`src/rtl/ecc_scrub_scheduler.sv`:
```
// ecc_scrub_scheduler
// Arbitrates one 72-bit ECC memory read port between host reads and a background scrubber.
// Each returned word is checked: check byte [71:64] must equal {7'b0, ^data[63:0]}.
// Host reads win arbitration, but after MAX_DEFER host grants with a scrub pending the
// scrub is forced through. Errors from either source are counted (saturating) and the
// first failing address/source is held until err_clear.
//
// Ports:
//   sys_clk, sys_rst          clock, asynchronous active-high reset
//   host_req/host_addr        host read request; host_ready accepts it (combinational)
//   host_rvalid/rdata/err     registered read response, 2 cycles after acceptance
//   mem_rd_en/mem_addr        memory read strobe/address (address is 0 when idle)
//   mem_rdata                 memory data, valid 1 cycle after mem_rd_en
//   scrub_en                  enables background scrubbing
//   scrub_pass_done           pulse after the scrub read of the last address
//   err_count/valid/addr/src  error log; err_clear resets it
module ecc_scrub_scheduler #(
  parameter int unsigned ADDR_WIDTH     = 10,
  parameter int unsigned SCRUB_INTERVAL = 1024,
  parameter int unsigned MAX_DEFER      = 8,
  parameter int unsigned ERR_CNT_WIDTH  = 16
) (
  input  logic                     sys_clk,
  input  logic                     sys_rst,
  input  logic                     host_req,
  input  logic [ADDR_WIDTH-1:0]    host_addr,
  output logic                     host_ready,
  output logic                     host_rvalid,
  output logic [63:0]              host_rdata,
  output logic                     host_err,
  output logic                     mem_rd_en,
  output logic [ADDR_WIDTH-1:0]    mem_addr,
  input  logic [71:0]              mem_rdata,
  input  logic                     scrub_en,
  output logic                     scrub_pass_done,
  output logic [ERR_CNT_WIDTH-1:0] err_count,
  output logic                     err_valid,
  output logic [ADDR_WIDTH-1:0]    err_addr,
  output logic                     err_src,
  input  logic                     err_clear
);

  localparam int unsigned IntW   = $clog2(SCRUB_INTERVAL);
  localparam int unsigned DeferW = $clog2(MAX_DEFER + 1);
  localparam logic [IntW-1:0]   IntReload = IntW'(SCRUB_INTERVAL - 1);
  localparam logic [DeferW-1:0] DeferMax  = DeferW'(MAX_DEFER);

  typedef enum logic [1:0] {StIdle, StHostRd, StScrubRd} state_e;

  state_e state_q, state_d;

  logic [IntW-1:0]          int_cnt_q, int_cnt_d;
  logic                     pending_q, pending_d;
  logic [DeferW-1:0]        defer_q, defer_d;
  logic [ADDR_WIDTH-1:0]    ptr_q, ptr_d;
  logic [ADDR_WIDTH-1:0]    rd_addr_q, rd_addr_d;
  logic                     pass_done_q, pass_done_d;
  logic                     rvalid_q, rvalid_d;
  logic [63:0]              rdata_q, rdata_d;
  logic                     herr_q, herr_d;
  logic [ERR_CNT_WIDTH-1:0] cnt_q, cnt_d;
  logic                     evalid_q, evalid_d;
  logic [ADDR_WIDTH-1:0]    eaddr_q, eaddr_d;
  logic                     esrc_q, esrc_d;

  logic scrub_req, force_scrub, host_grant, scrub_issue, chk_fail;

  // A pending scrub only counts while scrubbing is enabled, so dropping scrub_en
  // never lets a stale request slip out in the same cycle.
  assign scrub_req   = pending_q && scrub_en;
  assign force_scrub = scrub_req && (defer_q == DeferMax);
  assign chk_fail    = (state_q != StIdle) &&
                       (mem_rdata[71:64] != {7'b0, ^mem_rdata[63:0]});

  // State register
  always_ff @(posedge sys_clk or posedge sys_rst) begin
    if (sys_rst) state_q <= StIdle;
    else         state_q <= state_d;
  end

  // Next-state logic
  always_comb begin
    state_d = state_q;
    unique case (state_q)
      StIdle: begin
        if (host_grant)       state_d = StHostRd;
        else if (scrub_issue) state_d = StScrubRd;
      end
      StHostRd:  state_d = StIdle;
      StScrubRd: state_d = StIdle;
      default:   state_d = StIdle;
    endcase
  end

  // Output / arbitration logic
  always_comb begin
    host_ready  = (state_q == StIdle) && !force_scrub;
    host_grant  = host_ready && host_req;
    scrub_issue = (state_q == StIdle) && !host_grant && scrub_req;
    mem_rd_en   = host_grant || scrub_issue;
    mem_addr    = '0;
    if (host_grant)       mem_addr = host_addr;
    else if (scrub_issue) mem_addr = ptr_q;
  end

  // Datapath next-state
  always_comb begin
    int_cnt_d   = int_cnt_q;
    pending_d   = pending_q;
    defer_d     = defer_q;
    ptr_d       = ptr_q;
    rd_addr_d   = mem_rd_en ? mem_addr : rd_addr_q;
    pass_done_d = (state_q == StScrubRd) && (ptr_q == '1);
    rvalid_d    = (state_q == StHostRd);
    rdata_d     = rdata_q;
    herr_d      = herr_q;
    cnt_d       = cnt_q;
    evalid_d    = evalid_q;
    eaddr_d     = eaddr_q;
    esrc_d      = esrc_q;

    if (state_q == StHostRd) begin
      rdata_d = mem_rdata[63:0];
      herr_d  = chk_fail;
    end
    if (state_q == StScrubRd) ptr_d = ptr_q + ADDR_WIDTH'(1);

    if (!scrub_en) begin
      int_cnt_d = IntReload;
      pending_d = 1'b0;
      defer_d   = '0;
    end else begin
      if (scrub_issue) begin
        pending_d = 1'b0;
        defer_d   = '0;
      end else if (host_grant && scrub_req) begin
        defer_d = defer_q + DeferW'(1);
      end
      // At zero with a request already outstanding, park at zero instead of reloading.
      if (int_cnt_q == '0) begin
        if (!pending_q) begin
          pending_d = 1'b1;
          int_cnt_d = IntReload;
        end
      end else begin
        int_cnt_d = int_cnt_q - IntW'(1);
      end
    end

    // Clear first so a failure in the same cycle lands in a fresh log.
    if (err_clear) begin
      cnt_d    = '0;
      evalid_d = 1'b0;
      eaddr_d  = '0;
      esrc_d   = 1'b0;
    end
    if (chk_fail) begin
      if (cnt_d != '1) cnt_d = cnt_d + ERR_CNT_WIDTH'(1);
      if (!evalid_d) begin
        evalid_d = 1'b1;
        eaddr_d  = rd_addr_q;
        esrc_d   = (state_q == StScrubRd);
      end
    end
  end

  always_ff @(posedge sys_clk or posedge sys_rst) begin
    if (sys_rst) begin
      int_cnt_q   <= IntReload;
      pending_q   <= 1'b0;
      defer_q     <= '0;
      ptr_q       <= '0;
      rd_addr_q   <= '0;
      pass_done_q <= 1'b0;
      rvalid_q    <= 1'b0;
      rdata_q     <= '0;
      herr_q      <= 1'b0;
      cnt_q       <= '0;
      evalid_q    <= 1'b0;
      eaddr_q     <= '0;
      esrc_q      <= 1'b0;
    end else begin
      int_cnt_q   <= int_cnt_d;
      pending_q   <= pending_d;
      defer_q     <= defer_d;
      ptr_q       <= ptr_d;
      rd_addr_q   <= rd_addr_d;
      pass_done_q <= pass_done_d;
      rvalid_q    <= rvalid_d;
      rdata_q     <= rdata_d;
      herr_q      <= herr_d;
      cnt_q       <= cnt_d;
      evalid_q    <= evalid_d;
      eaddr_q     <= eaddr_d;
      esrc_q      <= esrc_d;
    end
  end

  assign host_rvalid     = rvalid_q;
  assign host_rdata      = rdata_q;
  assign host_err        = herr_q;
  assign scrub_pass_done = pass_done_q;
  assign err_count       = cnt_q;
  assign err_valid       = evalid_q;
  assign err_addr        = eaddr_q;
  assign err_src         = esrc_q;

endmodule

```
`config.mk`:
```
export PLATFORM = sky130hd
export DESIGN_NAME = ecc_scrub_scheduler
export DESIGN_NICKNAME = d
export VERILOG_FILES = /design/src/rtl/ecc_scrub_scheduler.sv
export SDC_FILE = /design/constraint.sdc
export NUM_CORES = 1
export LEC_CHECK = 0
export ABC_AREA = 1
export BUFFER_PORTS_ARGS = -buffer_cell sky130_fd_sc_hd__buf_2
export CAP_MARGIN = 20
export CORE_ASPECT_RATIO = 1.4
export CORE_MARGIN = 2
export CORE_UTILIZATION = 49
export CTS_CLUSTER_SIZE = 16
export DETAILED_ROUTE_END_ITERATION = 8
export PLACE_DENSITY_LB_ADDON = 0.2
export SYNTH_ARGS = -nofsm -noshare
export SYNTH_HDL_FRONTEND = slang
export SYNTH_SLANG_ARGS = --single-unit
```
`constraint.sdc`:
```
create_clock -name sys_clk -period 4.5 [get_ports sys_clk]
set_clock_uncertainty 0.2 [all_clocks]
set_input_delay 0.675 -clock sys_clk [delete_from_list [all_inputs] [get_ports sys_clk]]
set_output_delay 0.675 -clock sys_clk [all_outputs]
set_load 0.005 [all_outputs]
```
; Word level (Yosys, flattened, before mapping)
; Index checks and enable logic that the tools add are counted.
[word_totals]
register_bits = 132
inputBits = 87
out_inout_bits = 107
elab_cells = 69
[classes]
n_addsub = 4
eq_ne = 9
n_mux = 26
n_reduce_logical = 16
[op_table]
columns = operator, n
row1 = $mux 10, 8
row2 = $reduce_xor 64->1, 1
row3 = $mux 16, 3
row4 = $add 16x1->16 const B, 1
row5 = $ne 16x16->1 const B, 1
row6 = $mux 4, 3
row7 = $add 10x1->10 const B, 1
row8 = $eq 10x10->1 const B, 1
row9 = $logic_not 10->1, 1
row10 = $sub 10x1->10 const B, 1
row11 = $logic_and 1x1->1, 9
row12 = $mux 1, 9
row13 = $ne 8x1->1, 1
row14 = $mux 2, 3
row15 = $ne 3x3->1 const B, 2
row16 = $add 4x1->4 const B, 1
row17 = $eq 4x4->1 const B, 1
row18 = $ne 3x1->1 const B, 1
row19 = $eq 2x1->1 const B, 1
row20 = $eq 2x2->1 const B, 1
row21 = $logic_not 1->1, 2
row22 = $logic_not 2->1, 1
row23 = $reduce_bool 2->1, 1
row24 = $logic_or 1x1->1, 1

; Depth between registers and ports, before layout
[depth]
word_depth = 12
depth_mapped = 20
mapped_depth_nobuf = 19

; Worst setup path before layout
; OpenSTA, ideal clock, no wires.
[synth_path]
path_kind = input port to flip-flop
from = in err_clear
to = reg cnt_q[14], in the netlist err_count[14]
setup_ps = 116
t_arrival_ps = 2271
setup_slack_ps = 1912
cell_stages = 12
n_path_buf = 2
cell_sequence = buf_2 > buf_6 > nor2_1 > ha_1 > inv_1 > nor3_2 > nand4_1 > or3_1 > inv_1 > nand2_1 > nand2_1 > nand2_1
[synth_between]
elab_chain_len = 4
[synth_lines]
columns = item, line_no
row1 = start: declaration, 40  ; input logic err_clear
row2 = $mux 16 *, 151  ; if (err_clear) begin
row3 = $add 16x1->16 or $ne 16x16->1 (tied branches), 158  ; if (cnt_d != '1) cnt_d = cnt_d + ERR_CNT_WIDTH'(1);
row4 = $mux 16, 158
row5 = $mux 16 *, 157  ; if (chk_fail) begin
row6 = named net cnt_d[14], 61  ; logic [ERR_CNT_WIDTH-1:0] cnt_q, cnt_d;
row7 = end signal: assignment, 192  ; cnt_q <= cnt_d;
row8 = end: declaration, 61
; The timed path passes the listed nets; every way through them passes the cells marked *.
; A chain may end at the register's enable or synchronous reset.

; Final worst setup path
[layout_path]
from = reg defer_q[0]
to = out mem_addr[4]
[layout_between]
elab_chain_len = 10
[layout_lines]
columns = item, line_no
row1 = start: declaration, 54  ; logic [DeferW-1:0] defer_q, defer_d;
row2 = start signal: assignment, 185  ; defer_q <= defer_d;
row3 = $eq 4x4->1 *, 71  ; assign force_scrub = scrub_req && (defer_q == DeferMax);
row4 = $logic_and 1x1->1 *, 71
row5 = $logic_not 1->1 *, 97  ; host_ready = (state_q == StIdle) && !force_scrub;
row6 = $logic_and 1x1->1 *, 97
row7 = $logic_and 1x1->1 *, 98  ; host_grant = host_ready && host_req;
row8 = $logic_not 1->1, 99  ; scrub_issue = (state_q == StIdle) && !host_grant && scrub_req;
row9 = $logic_and 1x1->1 (2 in series), 99
row10 = $mux 10, 103  ; else if (scrub_issue) mem_addr = ptr_q;
row11 = $mux 10 *, 102  ; if (host_grant) mem_addr = host_addr;
row12 = end: declaration, 32  ; output logic [ADDR_WIDTH-1:0] mem_addr,
; Mark *: on every way between the ends. The rest lies on a longest branch, timed or not.

==> impl_metrics.json <==
{
  "maxSlewViolCount": 0,
  "ctsResizeCount": 0,
  "fmax_mhz": 303,
  "initial_utilization_pct": 50.0,
  "synth_adder_area_share_pct": 0.835,
  "fin_nets": 1350,
  "cts_made_buffers": 17,
  "stdcell_count": 1463,
  "dpl-instance-area_mm2": 0.00859,
  "wirelength_mm": 18.6,
  "place_congestion": 0.892,
  "firstDrtPassIters": 4,
  "viasPerCell": 4.87,
  "die_w_um": 108,
  "vias": 7122,
  "path_clk_slew_ns": 0.06,
  "die_area_mm2": 0.0163,
  "path_max_fanout": 20,
  "crit_arrival_ns": 2.42,
  "synth_cell_types": 42,
  "io_pins": 194,
  "rsz0062_at_grt": "no",
  "h-tree-depth": 4,
  "synthCells": 1072,
  "syn-cell-area_mm2": 0.00749,
  "cts_sinks": 132,
  "clockBufferDepth": 2,
  "area_delta_synth_final_pct": 22.7,
  "setup_violations": 0,
  "tns_ns": 0,
  "synth_compound_area_share_pct": 6.87,
  "clkLatencyLatePin_ns": 0.42,
  "vdd_drop_max_mv": 0.254,
  "leakage_nw": 5.22,
  "syn_avg_cell_area_um2": 6.99,
  "dp.cells": 1431,
  "grt_pass1_wl_mm": 30.5,
  "crit_type": "reg -> out",
  "stdcell_area_mm2": 0.00919,
  "fin_crit_ns": 3.30,
  "hold_viol_final": 0,
  "portBuffers": 193,
  "ys_seq_area_share_pct": 44.3,
  "drc": 0,
  "core_area_mm2": 0.0150,
  "wl_per_cell_um": 12.7,
  "slew_headroom_pct": 42.9,
  "cts_tree": "built",
  "status": "completed",
  "antenna_found_initial": 0,
  "grt.overflow.total": 0,
  "die_y_um": 150,
  "grt_max_degree": 77,
  "grt_pass1_vias": 6833,
  "fin_util_pct": 61.3,
  "drtIter0Drc": 258,
  "maxCapViolCount": 0,
  "synth-simple-area-share_pct": 34.1,
  "synthXorXnorAreaFrac_pct": 5.03,
  "required_ns": 3.62,
  "post-cts-setup-buffers": 0,
  "end_kind": "output pin",
  "rows": 53,
  "worstMarginPinSlew_ns": 0.856,
  "drive_gt1_share_pct": 20.7,
  "synth_seq_cells": 132,
  "cts_root_buffer": "clkbuf_16",
  "synth_fp_nets": 1164,
  "synth.mux.area_fraction_pct": 0,
  "antenna_left": 0,
  "cp-start-kind": "flip-flop",
  "grt_usage_pct": 23.5,
  "ys_warn_count": 0,
  "cts_hold_buf": 0,
  "power.density_mw_per_mm2": 370,
  "diodes": 0,
  "post-dp-hpwl_mm": 13.6,
  "hp-class": "in -> async",
  "synth_top_family_by_area": "simple AND/OR/NAND/NOR gates",
  "fin_crit_sh_pct": 73.2
}
final cells by class:
cell class / instances / area (um^2)
clock buffers: 19 / 453
well taps: 192 / 240
inverters: 136 / 513
flip-flops and latches: 132 / 3320
multi-input cells: 773 / 3510
clock inverters: 13 / 145
repair buffers: 198 / 1020
fillers: 1488 / 5800
power by group:
part | switching, W | total (W) | internal, W | leakage [nW]
clock network | 0.000562 | 0.00141 | 0.000852 | 0.287
logic | 0.000362 | 0.000603 | 0.000241 | 3.27
registers | 0.0000663 | 0.00138 | 0.00132 | 1.67
total | 0.000990 | 0.00340 | 0.00241 | 5.22
metal layers:
metal	wire length, um	global-route usage [%]	share of wire [%]
met1	7490	25.9	40
met2	9770	43.4	52
met3	954	5.02	5.1
met4	425	9.29	2.3
met5	0	0	0
through the flow:
step	hold WS [ns]	total power [W]	setup slack, ns
floorplan	0.242	0.00176	0.116
global placement	0.249	0.00200	1.37
detailed placement	0.253	0.00201	1.34
CTS	0.202	0.00343	1.20
global route	0.231	0.00358	0.991
finish	0.173	0.00340	1.20
path summary, 6_finish.rpt:
check / to / cells past startpoint / slack [ns] / startpoint
max: mem_addr[4] / 8 / 1.20 / defer_q[0]
max in group asynchronous: host_rdata[16] / 3 / 3.06 / sys_rst
min: rd_addr_q[0] / 2 / 0.17 / sys_rst
min reg2reg: host_rdata[27] / 2 / 0.26 / host_rdata[27]
min in group sys_clk: host_rdata[27] / 2 / 0.26 / host_rdata[27]
max reg2reg: err_count[1] / 11 / 1.95 / err_count[0]
registers in the layout (all words and copies together), names as in the netlist:
register and count:
defer_q 4, scrub_pass_done 1, ptr_q 10, rd_addr_q 10, err_src 1, host_rvalid 1
err_valid 1, err_count 16, host_err 1, host_rdata 64, int_cnt_q 10, err_addr 10
state_q 2, pending_q 1
Yosys cell counts, drive strengths merged:
master	number	area, um^2
a31o	9	78.8
a21oi	6	30.0
a31oi	2	12.5
o21ai	63	315
dfrtp	122	3050
o31ai	2	15.0
a22o	1	8.76
nor4	4	25.0
nor3	7	45.0
clkbuf	16	60.1
buf	15	97.6
nand3	55	293
or4	1	7.51
nor2	63	241
inv	136	510
dfstp	10	263
o41ai	1	8.76
xnor2	17	149
a22oi	1	7.51
xor2	26	228
o22ai	1	6.26
or3	2	12.5
o21a	1	7.51
nand2	492	1860
or2	2	12.5
o21bai	1	7.51
ha	5	62.6
a41oi	1	8.76
nand4	8	50.1
nand3b	1	7.51
a211oi	1	7.51
cell usage in the layout, fill, tap and decap left out, types with 2 or more instances in the layout:
cell type / n
a31o_2: 9
buf_4: 4
a21oi_1: 6
nor4_1: 4
clkbuf_16: 17
nor3_2: 2
clkinvlp_4: 3
xnor2_1: 17
or3_1: 2
ha_1: 5
nand3_1: 53
nand4_1: 8
nor2_1: 60
bufinv_16: 2
xor2_1: 26
buf_2: 193
clkbuf_8: 2
nand2_1: 490
inv_2: 3
o31ai_1: 2
inv_1: 132
nor3_1: 5
o21ai_0: 63
clkinv_4: 2
dfrtp_1: 122
dfstp_2: 10
nor2_2: 3
a31oi_1: 2
inv_6: 4
clkinv_2: 2
worst max-delay path, stage by stage, from the launching register on:
cell and delay [ns]:
dfrtp_1 0.36, inv_1 0.08, ha_1 0.21, a41oi_1 0.25
nand2_1 0.10, nand2_1 0.48, inv_1 0.16, a22o_1 0.24
buf_2 0.13
logic make-up after synthesis:
group / Yosys count
AO/OA/AOI/OAI: 90
flip-flops: 132
AND/OR/NAND/NOR: 635
adder cells (fa/ha/maj): 5
XOR/XNOR: 43
buffers and inverters: 167
Note: power is estimated with default switching activity, not from simulation.
